<file path="src/rtl/multi_button_gesture_if.sv">
// rtl/multi_button_gesture_if.sv - gesture event stream with valid/ready handshake
interface multi_button_gesture_if #(
  parameter int NCH = 4
);
  localparam int CHW = (NCH > 1) ? $clog2(NCH) : 1;

  logic           evt_valid;
  logic           evt_ready;
  logic [CHW-1:0] evt_ch;
  logic [2:0]     evt_code;

  modport master (
    output evt_valid,
    output evt_ch,
    output evt_code,
    input  evt_ready
  );

  modport slave (
    input  evt_valid,
    input  evt_ch,
    input  evt_code,
    output evt_ready
  );
endinterface

</file>
<file path="src/rtl/multi_button_gesture.sv">
// rtl/multi_button_gesture.sv - per-channel debounced button gesture detector
// Each channel: sync, debounce, SHORT/LONG/DOUBLE/REPEAT FSM, one-entry slot; round-robin output.
module multi_button_gesture #(
  parameter int NCH      = 4,
  parameter int DEBOUNCE = 500_000,
  parameter int LONG     = 25_000_000,
  parameter int GAP      = 12_500_000,
  parameter int REPEAT   = 5_000_000,
  parameter int CW       = 30
) (
  input  logic                   clk,
  input  logic                   reset,
  input  logic [NCH-1:0]         button,
  multi_button_gesture_if.master evt,
  output logic [NCH-1:0]         held,
  output logic [NCH-1:0]         ovf
);

  localparam int CHW = (NCH > 1) ? $clog2(NCH) : 1;

  localparam logic [CW-1:0] DEB_END  = CW'(DEBOUNCE - 1);
  localparam logic [CW-1:0] LONG_END = CW'(LONG - 1);
  localparam logic [CW-1:0] GAP_END  = CW'(GAP - 1);
  localparam logic [CW-1:0] REP_END  = CW'(REPEAT - 1);
  localparam logic [CW-1:0] ONE      = CW'(1);

  localparam logic [2:0] CODE_SHORT  = 3'd1;
  localparam logic [2:0] CODE_LONG   = 3'd2;
  localparam logic [2:0] CODE_DOUBLE = 3'd3;
  localparam logic [2:0] CODE_REPEAT = 3'd4;

  typedef enum logic [2:0] {
    S_IDLE,
    S_PRESS,
    S_WAIT2,
    S_PRESS2,
    S_HOLD
  } state_t;

  logic [NCH-1:0] sync1_q;
  logic [NCH-1:0] sync2_q;
  logic [NCH-1:0] held_q;
  logic [NCH-1:0] ovf_q;
  logic [NCH-1:0] slot_v_q;
  logic [CW-1:0]  deb_cnt_q   [NCH];
  logic [CW-1:0]  timer_q     [NCH];
  state_t         state_q     [NCH];
  logic [2:0]     slot_code_q [NCH];

  logic [NCH-1:0] emit_v;
  logic [2:0]     emit_code [NCH];
  logic [NCH-1:0] take;

  logic           valid_q;
  logic [CHW-1:0] ch_q;
  logic [2:0]     code_q;
  logic [CHW-1:0] last_q;

  logic           load;
  logic           grant_found;
  logic [CHW-1:0] grant_idx;

  // Emission is decoded from the same state/timer compares the FSM uses to leave the state.
  always_comb begin
    for (int i = 0; i < NCH; i++) begin
      emit_v[i]    = 1'b0;
      emit_code[i] = 3'd0;
      case (state_q[i])
        S_PRESS: begin
          if (held_q[i] && timer_q[i] == LONG_END) begin
            emit_v[i]    = 1'b1;
            emit_code[i] = CODE_LONG;
          end
        end
        S_WAIT2: begin
          if (!held_q[i] && timer_q[i] == GAP_END) begin
            emit_v[i]    = 1'b1;
            emit_code[i] = CODE_SHORT;
          end
        end
        S_PRESS2: begin
          if (!held_q[i]) begin
            emit_v[i]    = 1'b1;
            emit_code[i] = CODE_DOUBLE;
          end
        end
        S_HOLD: begin
          if (held_q[i] && timer_q[i] == REP_END) begin
            emit_v[i]    = 1'b1;
            emit_code[i] = CODE_REPEAT;
          end
        end
        default: ;
      endcase
    end
  end

  assign load = !valid_q || evt.evt_ready;

  // Round-robin: first pending channel above the last grant, else the lowest pending one.
  always_comb begin
    grant_found = 1'b0;
    grant_idx   = '0;
    for (int i = 0; i < NCH; i++) begin
      if (!grant_found && slot_v_q[i] && (CHW'(i) > last_q)) begin
        grant_found = 1'b1;
        grant_idx   = CHW'(i);
      end
    end
    for (int i = 0; i < NCH; i++) begin
      if (!grant_found && slot_v_q[i]) begin
        grant_found = 1'b1;
        grant_idx   = CHW'(i);
      end
    end
  end

  always_comb begin
    for (int i = 0; i < NCH; i++) begin
      take[i] = load && grant_found && (grant_idx == CHW'(i));
    end
  end

  always_ff @(posedge clk or negedge reset) begin
    if (!reset) begin
      sync1_q  <= '1;
      sync2_q  <= '1;
      held_q   <= '0;
      ovf_q    <= '0;
      slot_v_q <= '0;
      for (int i = 0; i < NCH; i++) begin
        deb_cnt_q[i]   <= '0;
        timer_q[i]     <= '0;
        state_q[i]     <= S_IDLE;
        slot_code_q[i] <= 3'd0;
      end
    end else begin
      sync1_q <= button;
      sync2_q <= sync1_q;
      for (int i = 0; i < NCH; i++) begin
        // Raw level is active-low, so equality with held_q means the two disagree.
        if (sync2_q[i] == held_q[i]) begin
          if (deb_cnt_q[i] == DEB_END) begin
            held_q[i]    <= ~held_q[i];
            deb_cnt_q[i] <= '0;
          end else begin
            deb_cnt_q[i] <= deb_cnt_q[i] + ONE;
          end
        end else begin
          deb_cnt_q[i] <= '0;
        end

        case (state_q[i])
          S_IDLE: begin
            if (held_q[i]) begin
              state_q[i] <= S_PRESS;
              timer_q[i] <= '0;
            end
          end
          S_PRESS: begin
            if (!held_q[i]) begin
              state_q[i] <= S_WAIT2;
              timer_q[i] <= '0;
            end else if (timer_q[i] == LONG_END) begin
              state_q[i] <= S_HOLD;
              timer_q[i] <= '0;
            end else begin
              timer_q[i] <= timer_q[i] + ONE;
            end
          end
          S_WAIT2: begin
            if (held_q[i]) begin
              state_q[i] <= S_PRESS2;
              timer_q[i] <= '0;
            end else if (timer_q[i] == GAP_END) begin
              state_q[i] <= S_IDLE;
              timer_q[i] <= '0;
            end else begin
              timer_q[i] <= timer_q[i] + ONE;
            end
          end
          S_PRESS2: begin
            if (!held_q[i]) begin
              state_q[i] <= S_IDLE;
            end
          end
          S_HOLD: begin
            if (!held_q[i]) begin
              state_q[i] <= S_IDLE;
              timer_q[i] <= '0;
            end else if (timer_q[i] == REP_END) begin
              timer_q[i] <= '0;
            end else begin
              timer_q[i] <= timer_q[i] + ONE;
            end
          end
          default: begin
            state_q[i] <= S_IDLE;
            timer_q[i] <= '0;
          end
        endcase

        // A write wins over a same-cycle transfer; only an untransferred occupant is lost.
        if (emit_v[i]) begin
          slot_v_q[i]    <= 1'b1;
          slot_code_q[i] <= emit_code[i];
          if (slot_v_q[i] && !take[i]) begin
            ovf_q[i] <= 1'b1;
          end
        end else if (take[i]) begin
          slot_v_q[i] <= 1'b0;
        end
      end
    end
  end

  always_ff @(posedge clk or negedge reset) begin
    if (!reset) begin
      valid_q <= 1'b0;
      ch_q    <= '0;
      code_q  <= 3'd0;
      last_q  <= CHW'(NCH - 1);
    end else if (load) begin
      if (grant_found) begin
        valid_q <= 1'b1;
        ch_q    <= grant_idx;
        code_q  <= slot_code_q[grant_idx];
        last_q  <= grant_idx;
      end else begin
        valid_q <= 1'b0;
      end
    end
  end

  assign evt.evt_valid = valid_q;
  assign evt.evt_ch    = ch_q;
  assign evt.evt_code  = code_q;
  assign held          = held_q;
  assign ovf           = ovf_q;

endmodule

</file>
<file path="src/flat_wrapper.sv">
// flat-port wrapper written by rule: the top's interface ports become plain ports
module multi_button_gesture_flat 
#(
  parameter int NCH      = 4,
  parameter int DEBOUNCE = 500_000,
  parameter int LONG     = 25_000_000,
  parameter int GAP      = 12_500_000,
  parameter int REPEAT   = 5_000_000,
  parameter int CW       = 30
)
  (clk, reset, button, held, ovf, evt_evt_valid, evt_evt_ch, evt_evt_code, evt_evt_ready);
  multi_button_gesture_if #(.NCH(NCH)) evt_i ();
  input  logic clk;
  input  logic reset;
  input  logic [NCH-1:0] button;
  output logic [NCH-1:0] held;
  output logic [NCH-1:0] ovf;
  output wire logic [$bits(evt_i.evt_valid)-1:0] evt_evt_valid;
  output wire logic [$bits(evt_i.evt_ch)-1:0] evt_evt_ch;
  output wire logic [$bits(evt_i.evt_code)-1:0] evt_evt_code;
  input wire logic [$bits(evt_i.evt_ready)-1:0] evt_evt_ready;
  assign evt_evt_valid = evt_i.evt_valid;
  assign evt_evt_ch = evt_i.evt_ch;
  assign evt_evt_code = evt_i.evt_code;
  assign evt_i.evt_ready = evt_evt_ready;
  multi_button_gesture #(.NCH(NCH), .DEBOUNCE(DEBOUNCE), .LONG(LONG), .GAP(GAP), .REPEAT(REPEAT), .CW(CW)) u_core (.clk(clk), .reset(reset), .button(button), .evt(evt_i), .held(held), .ovf(ovf));
endmodule
</file>
<file path="config.mk">
export PLATFORM = sky130hd
export DESIGN_NAME = multi_button_gesture_flat
export DESIGN_NICKNAME = d
export VERILOG_FILES = /design/src/rtl/multi_button_gesture_if.sv /design/src/rtl/multi_button_gesture.sv /design/src/flat_wrapper.sv
export SDC_FILE = /design/constraint.sdc
export NUM_CORES = 1
export LEC_CHECK = 0
export ABC_AREA = 0
export BUFFER_PORTS_ARGS = -buffer_cell sky130_fd_sc_hd__buf_4
export CAP_MARGIN = 20
export CORE_ASPECT_RATIO = 1.75
export CORE_MARGIN = 5
export CORE_UTILIZATION = 49
export DETAILED_ROUTE_END_ITERATION = 12
export PLACE_DENSITY_LB_ADDON = 0.2
export SLEW_MARGIN = 20
export SYNTH_ARGS = -nofsm -noshare
export SYNTH_HDL_FRONTEND = slang
export SYNTH_SLANG_ARGS = --single-unit
</file>
<file path="constraint.sdc">
create_clock -name clk -period 3.2 [get_ports clk]
set_input_delay 0.32 -clock clk [delete_from_list [all_inputs] [get_ports clk]]
set_output_delay 0.32 -clock clk [all_outputs]
set_load 0.01 [all_outputs]
</file>
; Yosys cells after proc, flatten, opt, wreduce, memory -nomap -nowiden
; Index checks and enable logic that the tools add are counted.
[word_totals]
register_bits = 292
elab_cells = 325
[classes]
n_addsub = 8
order_cmp = 5
eq_ne = 55
muxes = 135
bitwise = 9
reduce_logical = 79
[ops]
columns = op, count
row1 = $mux 30, 36
row2 = $pmux 30 s5, 4
row3 = $add 30x1->30 const B, 8
row4 = $eq 30x19->1 const B, 4
row5 = $eq 30x23->1 const B, 4
row6 = $eq 30x24->1 const B, 4
row7 = $eq 30x25->1 const B, 4
row8 = $pmux 3 s4, 8
row9 = $mux 3, 30
row10 = $mux 1, 38
row11 = $logic_and 1x1->1, 32
row12 = $mux 2, 14
row13 = $reduce_and 2->1, 13
row14 = $eq 3x2->1 const B, 8
row15 = $logic_not 1->1, 16
row16 = $pmux 1 s4, 4
row17 = $reduce_and 4->1, 4
row18 = $eq 3x1->1 const B, 4
row19 = $eq 3x3->1 const B, 4
row20 = $logic_not 3->1, 4
row21 = $ne 3x1->1 const B, 4
row22 = $ne 3x3->1 const B, 4
row23 = $ne 2x1->1 const B, 4
row24 = $ne 2x2->1 const B, 4
row25 = 13 further kinds, 32

; Longest topological paths before layout
; Gate-level depths: netlist of the first run.
[depth]
depth_word = 32
depth_mapped = 9
mapped_depth_nobuf = 7

; Worst setup path before layout of the first run
; OpenSTA, ideal clock, no wires.
[synth_path]
path_type = reg-to-reg
start = register u_core.timer_q[104] (netlist name)
end = register u_core.timer_q[93] (netlist name)
arrival_time_ns = 2.101
required_ns = 3.076
path_slack_ns = 0.975
path_stages_with_launch = 8
synth_period_minus_slack_ns = 2.225
path_cell_list = dfrtp_1 -> or4_1 -> nor3_2 -> a41oi_2 -> a211oi_4 -> buf_6 -> nor2_1 -> a211o_1
[synth_via]
elab_chain_len = 4
elab_cells_between_ends = 10
cone_classes = 3 x eq/ne / 7 x mux
[synth_rtl]
columns = item, line_no
row1 = "start, declared", multi_button_gesture.sv:46  ; logic [CW-1:0] timer_q [NCH];
row2 = "start signal, assigned by index", multi_button_gesture.sv:168  ; timer_q[i] <= timer_q[i] + ONE;
row3 = "start signal, assigned by index", multi_button_gesture.sv:179  ; timer_q[i] <= timer_q[i] + ONE;
row4 = "start signal, assigned by index", multi_button_gesture.sv:194  ; timer_q[i] <= timer_q[i] + ONE;
row5 = $eq 30x23->1 (tied with other cells), multi_button_gesture.sv:191  ; end else if (timer_q[i] == REP_END) begin
row6 = "$mux 30, on equally long branches", "multi_button_gesture.sv:191, multi_button_gesture.sv:164, multi_button_gesture.sv:175"
row7 = "$mux 30, on equally long branches", "multi_button_gesture.sv:188, multi_button_gesture.sv:161, multi_button_gesture.sv:172"
row8 = $pmux 30 s5 *, multi_button_gesture.sv:153  ; case (state_q[i])
; Every way passes the cells marked *; elsewhere a longest branch is shown, timed or not.
; A chain may end at the register's enable or synchronous reset.

; Final worst setup path of the first run
[layout_path]
start = register u_core.timer_q[86] (netlist name)
end = register u_core.timer_q[64] (netlist name)
; Same word-level chain as after synthesis.

==> results of run 1 <==
-- state kept, by name, indices dropped and copies added, names as in the netlist, 4 cells and up --
name	cells
u_core.deb_cnt_q	120
u_core.state_q	12
u_core.held	4
u_core.sync1_q	4
u_core.ovf	4
u_core.slot_code_q	12
u_core.slot_v_q	4
u_core.sync2_q	4
u_core.timer_q	120
-- kinds of logic after synthesis --
kind of cell | share of synthesized area (%)
flip-flops | 48.8
XOR/XNOR | 11.0
multiplexers | 0.401
adder cells (fa/ha/maj) | 0.668
AND/OR/NAND/NOR | 29.2
buffers and inverters | 2.58
AO/OA/AOI/OAI | 7.37
-- timing repair --
item	CTS	global route
endpoints found under the setup margin	0	0
endpoints found under the hold margin	84	0
hold buffers	6	0
-- stage by stage --
step	std cells	instance area, um^2	utilization [%]
2_1_floorplan	1616	15000	-
6_report	2051	16600	55.0
3_3_place_gp	1993	15600	51.8
5_1_grt	2051	16600	55.0
4_1_cts	2051	16600	55.0
3_5_place_dp	1993	15600	51.8
-- worst max-delay path by stage --
stage,startpoint,to
floorplan,u_core.timer_q[104],u_core.timer_q[93]
global placement,u_core.timer_q[86],u_core.timer_q[64]
detailed placement,u_core.timer_q[86],u_core.timer_q[64]
CTS,u_core.timer_q[86],u_core.timer_q[64]
global route,u_core.timer_q[117],u_core.timer_q[107]
finish,u_core.timer_q[86],u_core.timer_q[64]
-- cell usage in the layout, fill, tap and decap left out, drive strengths merged, types with 11 or more instances in the layout --
cell,instances
and2,15
nor3,67
nand2,136
xor2,102
dfrtp,282
nor4b,11
and4,27
nand4,64
clkbuf,40
a21o,20
inv,44
nand3,96
a21oi,43
buf,42
xnor2,86
nand2b,12
nor4,42
o21ai,37
nor2,275
or3,21
and3,36
a31oi,13
-- power by group through the flow --
| stage | Combinational (W) | Sequential, W | Clock [W] |
|---|---|---|---|
| 2_1_floorplan | 0.000395 | 0.00391 | 0 |
| 3_3_place_gp | 0.000568 | 0.00399 | 0 |
| 3_5_place_dp | 0.000584 | 0.00399 | 0 |
| 4_1_cts | 0.000591 | 0.00392 | 0.00345 |
| 5_1_grt | 0.000669 | 0.00393 | 0.00360 |
| 6_report | 0.000573 | 0.00392 | 0.00335 |
-- area by class of cell --
cell class	count	area, um^2
fill	2760	13600
sequential	292	7320
multi-input combinational	1228	7290
clock buffer	40	807
tap	387	484
timing repair buffer	48	420
inverter	44	165
clock inverter	12	115
-- routing by layer --
layer,GRT usage (%),up-vias,part of all wire [%]
li1,-,5704,-
met1,22.6,5734,41
met2,35.2,147,53
met3,2.35,55,3.0
met4,6.02,0,2.5
met5,0,-,0
==> results.txt, run 1 <==
----------------------------------------------------
[Synthesis]
  Synthesis-stage register bit count ... 292
  Post-synth top cells ... 282 x sky130_fd_sc_hd__dfrtp_1, 274 x sky130_fd_sc_hd__nor2_1, 136 x sky130_fd_sc_hd__nand2_1
  Number of synthesized flops with an enable pin ... 0
  Synth cell types ... 66
  Share of synthesized area occupied by flip-flops and latches ... 48.8%
  Post-synth design cell area ... 0.0150 mm^2
  Fraction of post-synthesis cell area in the top cell type by area ... 47.1%
  Average cell area after synthesis ... 9.28 um^2
  Syn_nets ... 1,631
  Syn. warnings ... 0
  Most area-hungry cell type in the Yosys netlist ... sky130_fd_sc_hd__dfrtp_1
  Most used flip-flop cell after synthesis ... sky130_fd_sc_hd__dfrtp_1
  Cell count after synthesis ... 1,616
  Most used standard cell by instance count after synthesis ... sky130_fd_sc_hd__dfrtp_1
  Asr flop ratio synth ... 100%
  Leading post-synthesis cells by cell area ... sky130_fd_sc_hd__dfrtp_1 47%, sky130_fd_sc_hd__nor2_1 6.9%, sky130_fd_sc_hd__xor2_1 6.0%

[Timing]
  Final critical-path required period ... 2580 ps
  Total count of hold-check failures in the final report ... 0
  Maximum clock rate ... 387 MHz
  Worst setup slack after layout ... 619 ps
  Setup TNS after final layout ... 0 ps
  Final setup skew ... 9.90 ps
  RSZ-0062 raised after global routing ... false
  Max-slew headroom at the worst pin ... 49.3%
  Final cycle utilization of the critical path ... 80.7%
  Worst-case hold slack ... 355 ps
  Final number of max-transition violations ... 0
  Slew at the pin closest to its max-slew limit ... 755 ps
  Finish-stage setup viols ... 0

[Placed design]
  Placement-stage worst setup slack ... 651 ps
  Final weighted congestion of routability-driven global placement ... 0.810
  Count of input and output buffers ... 20
  Final HPWL from detailed placement ... 22,100 um

[Clocking]
  # H-tree levels ... 1
  Sink count of the clock tree ... 292
  CTS root buffer ... sky130_fd_sc_hd__clkbuf_16
  Clock edge transition at the registers on the reported setup and hold paths ... 60 ps
  Number of buffers inserted during clock tree synthesis ... 28
  CTS tree ... yes
  Bufs on Longest Clock Path ... 3
  Setup bufs post-CTS ... 0
  Insertion delay of the later-clocked pin in the worst-skew pair ... 550 ps
  Number of resized instances in the post-cts repair step ... 0

[Floorplanning]
  Area of the core region ... 0.0302 mm^2
  Number of placement rows ... 84
  Die height ... 241 um
  Die area ... 0.0343 mm^2
  I/O Pins ... 21
  Floorplan die width ... 142 um
  Starting utilization of the core area ... 49.7%

[Power]
  Power Internal ... 0.00594 W
  Share of power burned in registers ... 50.0%
  Switching pwr ... 0.00190 W
  Worst voltage drop across the vdd grid ... 0.000594 V
  Sw Share ... 24.2%
  Cell Pwr Density ... 473 mW/mm^2
  Sum of internal, switching and leakage power ... 0.00784 W
  Clock power frac ... 42.7%
  Static leakage ... 7.11 nW
  Share of power burned in combinational logic ... 7.3%

[Critical path]
  Logic depth of the worst setup path including buffers ... 6
  Launching point of the worst reg2reg path ... u_core.timer_q[86]
  Flop-to-flop setup slack ... 620 ps
  Critical Path Start Type ... flip-flop
  Required time reported for the critical path endpoint ... 3630 ps
  Critical path class ... reg -> reg
  Critical Path Slowest Stage Cell ... sky130_fd_sc_hd__or4_1
  Cells along the critical path ... or4_1 -> nor4_1 -> a31o_2 -> o211ai_2 -> and3_1 -> a221o_1
  Critical path endpoint category ... flip-flop
  Data arrival at the endpoint of the critical path ... 3010 ps
  Count of cells along the worst register-to-register path ... 6
  Crit path buf inv count ... 0
  Endpoint of the most critical register-to-register path ... u_core.timer_q[64]
  Worst path max stage delay ... 580 ps
  Crit-path max FO ... 18
  Top delay family on crit path ... simple AND/OR/NAND/NOR gates

[Finish]
  ANT cells ... 0
  Share of cells above drive strength 1 ... 7.03%
  Area added between synthesis and finish ... 10.7%
  Number of nets at the end of the flow ... 1,657

[Routing]
  Initial drt markers ... 646
  Final antenna-violating net count ... 0
  Routed Wire Length ... 31,900 um
  Via Count ... 11,600
  Pre-Repair DR Iteration Count ... 5
  Total DRC errors in the routed layout ... 0
  Detailed-route wire length per cell ... 15.6 um
  Drt via density ... 5.68

[Global route]
  Number of global-route vias before repair ... 11,900
  Total global-route track usage ... 19.0%
  Largest net degree at the start of global routing ... 84
  Initial antenna violation count ... 0
  Wire length of the first global-routing pass ... 55,400 um
  Overflow after GRT ... 0

[Min path]
  Worst min-delay path category ... in -> async

[Status]
  Run status ... complete, no violations

[Run]
  Number of maximum-capacitance constraint violations ... 0

----------------------------------------------------
Note: power is estimated with default switching activity, not from simulation.
==> run 2, diff against run 1 <==
==> constraint.sdc (replaced) <==
create_clock -name clk -period 2.3 [get_ports clk]
set_input_delay 0.23 -clock clk [delete_from_list [all_inputs] [get_ports clk]]
set_output_delay 0.23 -clock clk [all_outputs]
set_load 0.01 [all_outputs]
==> results.txt, run 2 (synthesis gave the netlist of run 1 again) <==
----------------------------------------------------
[Status]
  Run status ... complete, no violations

[Floorplanning]
  Floorplan die width ... 142 um (unchanged)
  Die area ... 0.0343 mm^2 (unchanged)
  Area of the core region ... 0.0302 mm^2 (unchanged)
  I/O Pins ... 21 (unchanged)
  Number of placement rows ... 84 (unchanged)
  Die height ... 241 um (unchanged)
  Starting utilization of the core area ... 49.7% (unchanged)

[Finish]
  Number of nets at the end of the flow ... 1,750 (+5.6%)
  Share of cells above drive strength 1 ... 14.2% (+7.2 points)
  ANT cells ... 0 (unchanged)
  Highest-count cells in the layout ignoring fill and taps ... 281 x sky130_fd_sc_hd__dfrtp_1, 268 x sky130_fd_sc_hd__nor2_1, 135 x sky130_fd_sc_hd__nand2_1
  Largest registers in the final layout ... u_core.deb_cnt_q: 120 flops, u_core.timer_q: 120 flops
  Area added between synthesis and finish ... 18.6%
  Filler cells ... 2,610 (-5.4%)
  Most common cell after layout, fill and taps aside ... sky130_fd_sc_hd__dfrtp_1

[Critical path]
  Required time reported for the critical path endpoint ... 2740 ps (-890 ps)
  Critical path class ... reg -> reg
  Cells along the critical path ... nor4b_1 -> a41oi_1 -> a211oi_4 -> buf_12 -> buf_12 -> nor3_1 -> a211o_1
  Critical Path Slowest Stage Cell ... sky130_fd_sc_hd__nor4b_1
  Crit-path max FO ... 5 (-13)
  Critical Path Start Type ... flip-flop
  Top delay family on crit path ... compound AO/OA/AOI/OAI gates
  Worst path max stage delay ... 620 ps (+40 ps)
  Crit path buf inv count ... 2 (+2)
  Critical path endpoint category ... flip-flop
  Cell repeated most along the worst path ... sky130_fd_sc_hd__buf_12
  Data arrival at the endpoint of the critical path ... 2730 ps (-280 ps)

[Timing]
  Final cycle utilization of the critical path ... 99.6% (+19 points)
  Setup TNS after final layout ... 0 ps (unchanged)
  Max-slew headroom at the worst pin ... 55.4% (+6.1 points)
  Slew at the pin closest to its max-slew limit ... 660 ps (-94.3 ps)
  Finish-stage setup viols ... 0 (unchanged)
  Final number of max-transition violations ... 0 (unchanged)
  Final setup skew ... 13.3 ps (+3.44 ps)
  RSZ-0062 raised after global routing ... true
  Maximum clock rate ... 437 MHz (+13%)
  Total count of hold-check failures in the final report ... 0 (unchanged)
  Final critical-path required period ... 2290 ps (-291 ps)

[Global route]
  Largest net degree at the start of global routing ... 74 (-12%)
  Overflow after GRT ... 0 (unchanged)
  Wire length of the first global-routing pass ... 58,300 um (+5.3%)
  Total global-route track usage ... 20.1% (+1.1 points)
  Number of global-route vias before repair ... 12,200 (+3.1%)
  Initial antenna violation count ... 0 (unchanged)

[Power]
  Static leakage ... 7.74 nW (+8.8%)
  Share of power burned in combinational logic ... 7.2% (about the same)
  Sw Share ... 24.1% (-0.14 points)
  Worst voltage drop across the vdd grid ... 0.000640 V (+7.8%)
  Clock power frac ... 44.7% (+2.0 points)
  Switching pwr ... 0.00274 W (+44%)
  Power Internal ... 0.00862 W (+45%)
  Sum of internal, switching and leakage power ... 0.0114 W (+45%)
  Share of power burned in registers ... 48.1% (-1.9 points)
  Cell Pwr Density ... 639 mW/mm^2 (+35%)

[Clocking]
  Number of buffers inserted during clock tree synthesis ... 28 (unchanged)
  Bufs on Longest Clock Path ... 3 (unchanged)
  CTS root buffer ... sky130_fd_sc_hd__clkbuf_16
  Insertion delay of the later-clocked pin in the worst-skew pair ... 550 ps (about the same)
  Sink count of the clock tree ... 292 (unchanged)
  # H-tree levels ... 1 (unchanged)
  Clock edge transition at the registers on the reported setup and hold paths ... 70 ps (about the same)
  CTS tree ... yes

[Min path]
  Worst min-delay path category ... in -> async

[Routing]
  Total DRC errors in the routed layout ... 0 (unchanged)
  Via Count ... 12,100 (+4.2%)
  Final antenna-violating net count ... 0 (unchanged)
  Initial drt markers ... 574 (-11%)
  Routed Wire Length ... 34,100 um (+6.7%)
  Detailed-route wire length per cell ... 15.9 um (+2.0%)
  Drt via density ... 5.65 (-0.36%)
  Pre-Repair DR Iteration Count ... 4 (-1)

[Placed design]
  Count of input and output buffers ... 20 (unchanged)
  Final HPWL from detailed placement ... 23,400 um (+5.8%)
  Final weighted congestion of routability-driven global placement ... 0.840 (+3.7%)

[Run]
  Number of maximum-capacitance constraint violations ... 0 (unchanged)

----------------------------------------------------
## run 2: cell types whose count changed in the layout (fill, tap and decap cells not counted), moves of 5 or more
| cell | previous run | this run |
|---|---|---|
| sky130_fd_sc_hd__buf_12 | 3 | 10 |
| sky130_fd_sc_hd__buf_4 | 38 | 111 |
| sky130_fd_sc_hd__buf_6 | 0 | 8 |
| sky130_fd_sc_hd__clkbuf_1 | 7 | 1 |
| sky130_fd_sc_hd__nor2_1 | 274 | 268 |
| sky130_fd_sc_hd__nor2_2 | 1 | 6 |
| sky130_fd_sc_hd__nor4_1 | 41 | 35 |
| sky130_fd_sc_hd__nor4_4 | 0 | 5 |
## run 2: worst paths after layout
check	slack, ps	to	startpoint	cells past startpoint
min	240	u_core.deb_cnt_q[84]	reset	2
max	10	u_core.timer_q[93]	u_core.timer_q[103]	7
max in group asynchronous	1270	u_core.sync1_q[0]	reset	3
min in group clk	330	u_core.sync1_q[2]	button[2]	2
min reg2reg	360	u_core.sync2_q[3]	u_core.sync1_q[3]	0
max reg2reg	10	u_core.timer_q[93]	u_core.timer_q[103]	7
## run 2: power by group through the flow
| stage | clock network (W) | registers, W | logic, W |
|---|---|---|---|
| final | 0.00507 | 0.00546 | 0.000822 |
| after global routing | 0.00540 | 0.00547 | 0.000937 |
| after CTS | 0.00522 | 0.00546 | 0.000839 |
| after detailed placement | 0 | 0.00555 | 0.000827 |
| after global placement | 0 | 0.00554 | 0.000811 |
| after floorplan | 0 | 0.00544 | 0.000549 |
## run 2: what timing repair did
action,4_1_cts,5_1_grt
hold buffers,6,0
gates resized for setup,2,52
pin swaps,1,10
buffers inserted,0,7
setup endpoints to repair,40,114
gates cloned,0,6
endpoints found under the hold margin,71,0
## run 2: per-layer routing
metal  share of wire, %  global-route usage [%]  wire [um]  vias to the layer above
li1                   -                       -          -                     5908
met1                 41                    24.1      13900                     5992
met2                 54                    37.2      18300                      165
met3                2.7                    2.25        918                       59
met4                2.8                    6.75        940                        0
met5                  0                       0          0                        -
## run 2: layout make-up
cell class                 count  area (um^2)  share of cell area [%]
clock buffer                  34          785                    4.41
clock inverter                18          236                    1.33
inverter                      44          165                   0.929
multi-input combinational   1229         7510                    42.2
sequential                   292         7320                    41.2
tap                          387          484                    2.72
timing repair buffer         140         1280                    7.19
## run 2: per-stage QoR
stage / hold WS (ps) / setup slack (ps) / cells / area [um^2] / util, %
after global routing: 294 / -104 / 2144 / 17800 / 58.9
after detailed placement: 256 / -103 / 2073 / 16300 / 54.0
final: 245 / 9.91 / 2144 / 17800 / 58.9
after global placement: 251 / -41.3 / 2073 / 16300 / 54.0
after floorplan: -65.6 / 75.0 / 1616 / 15000 / -
after CTS: 258 / -11.8 / 2131 / 17400 / 57.6
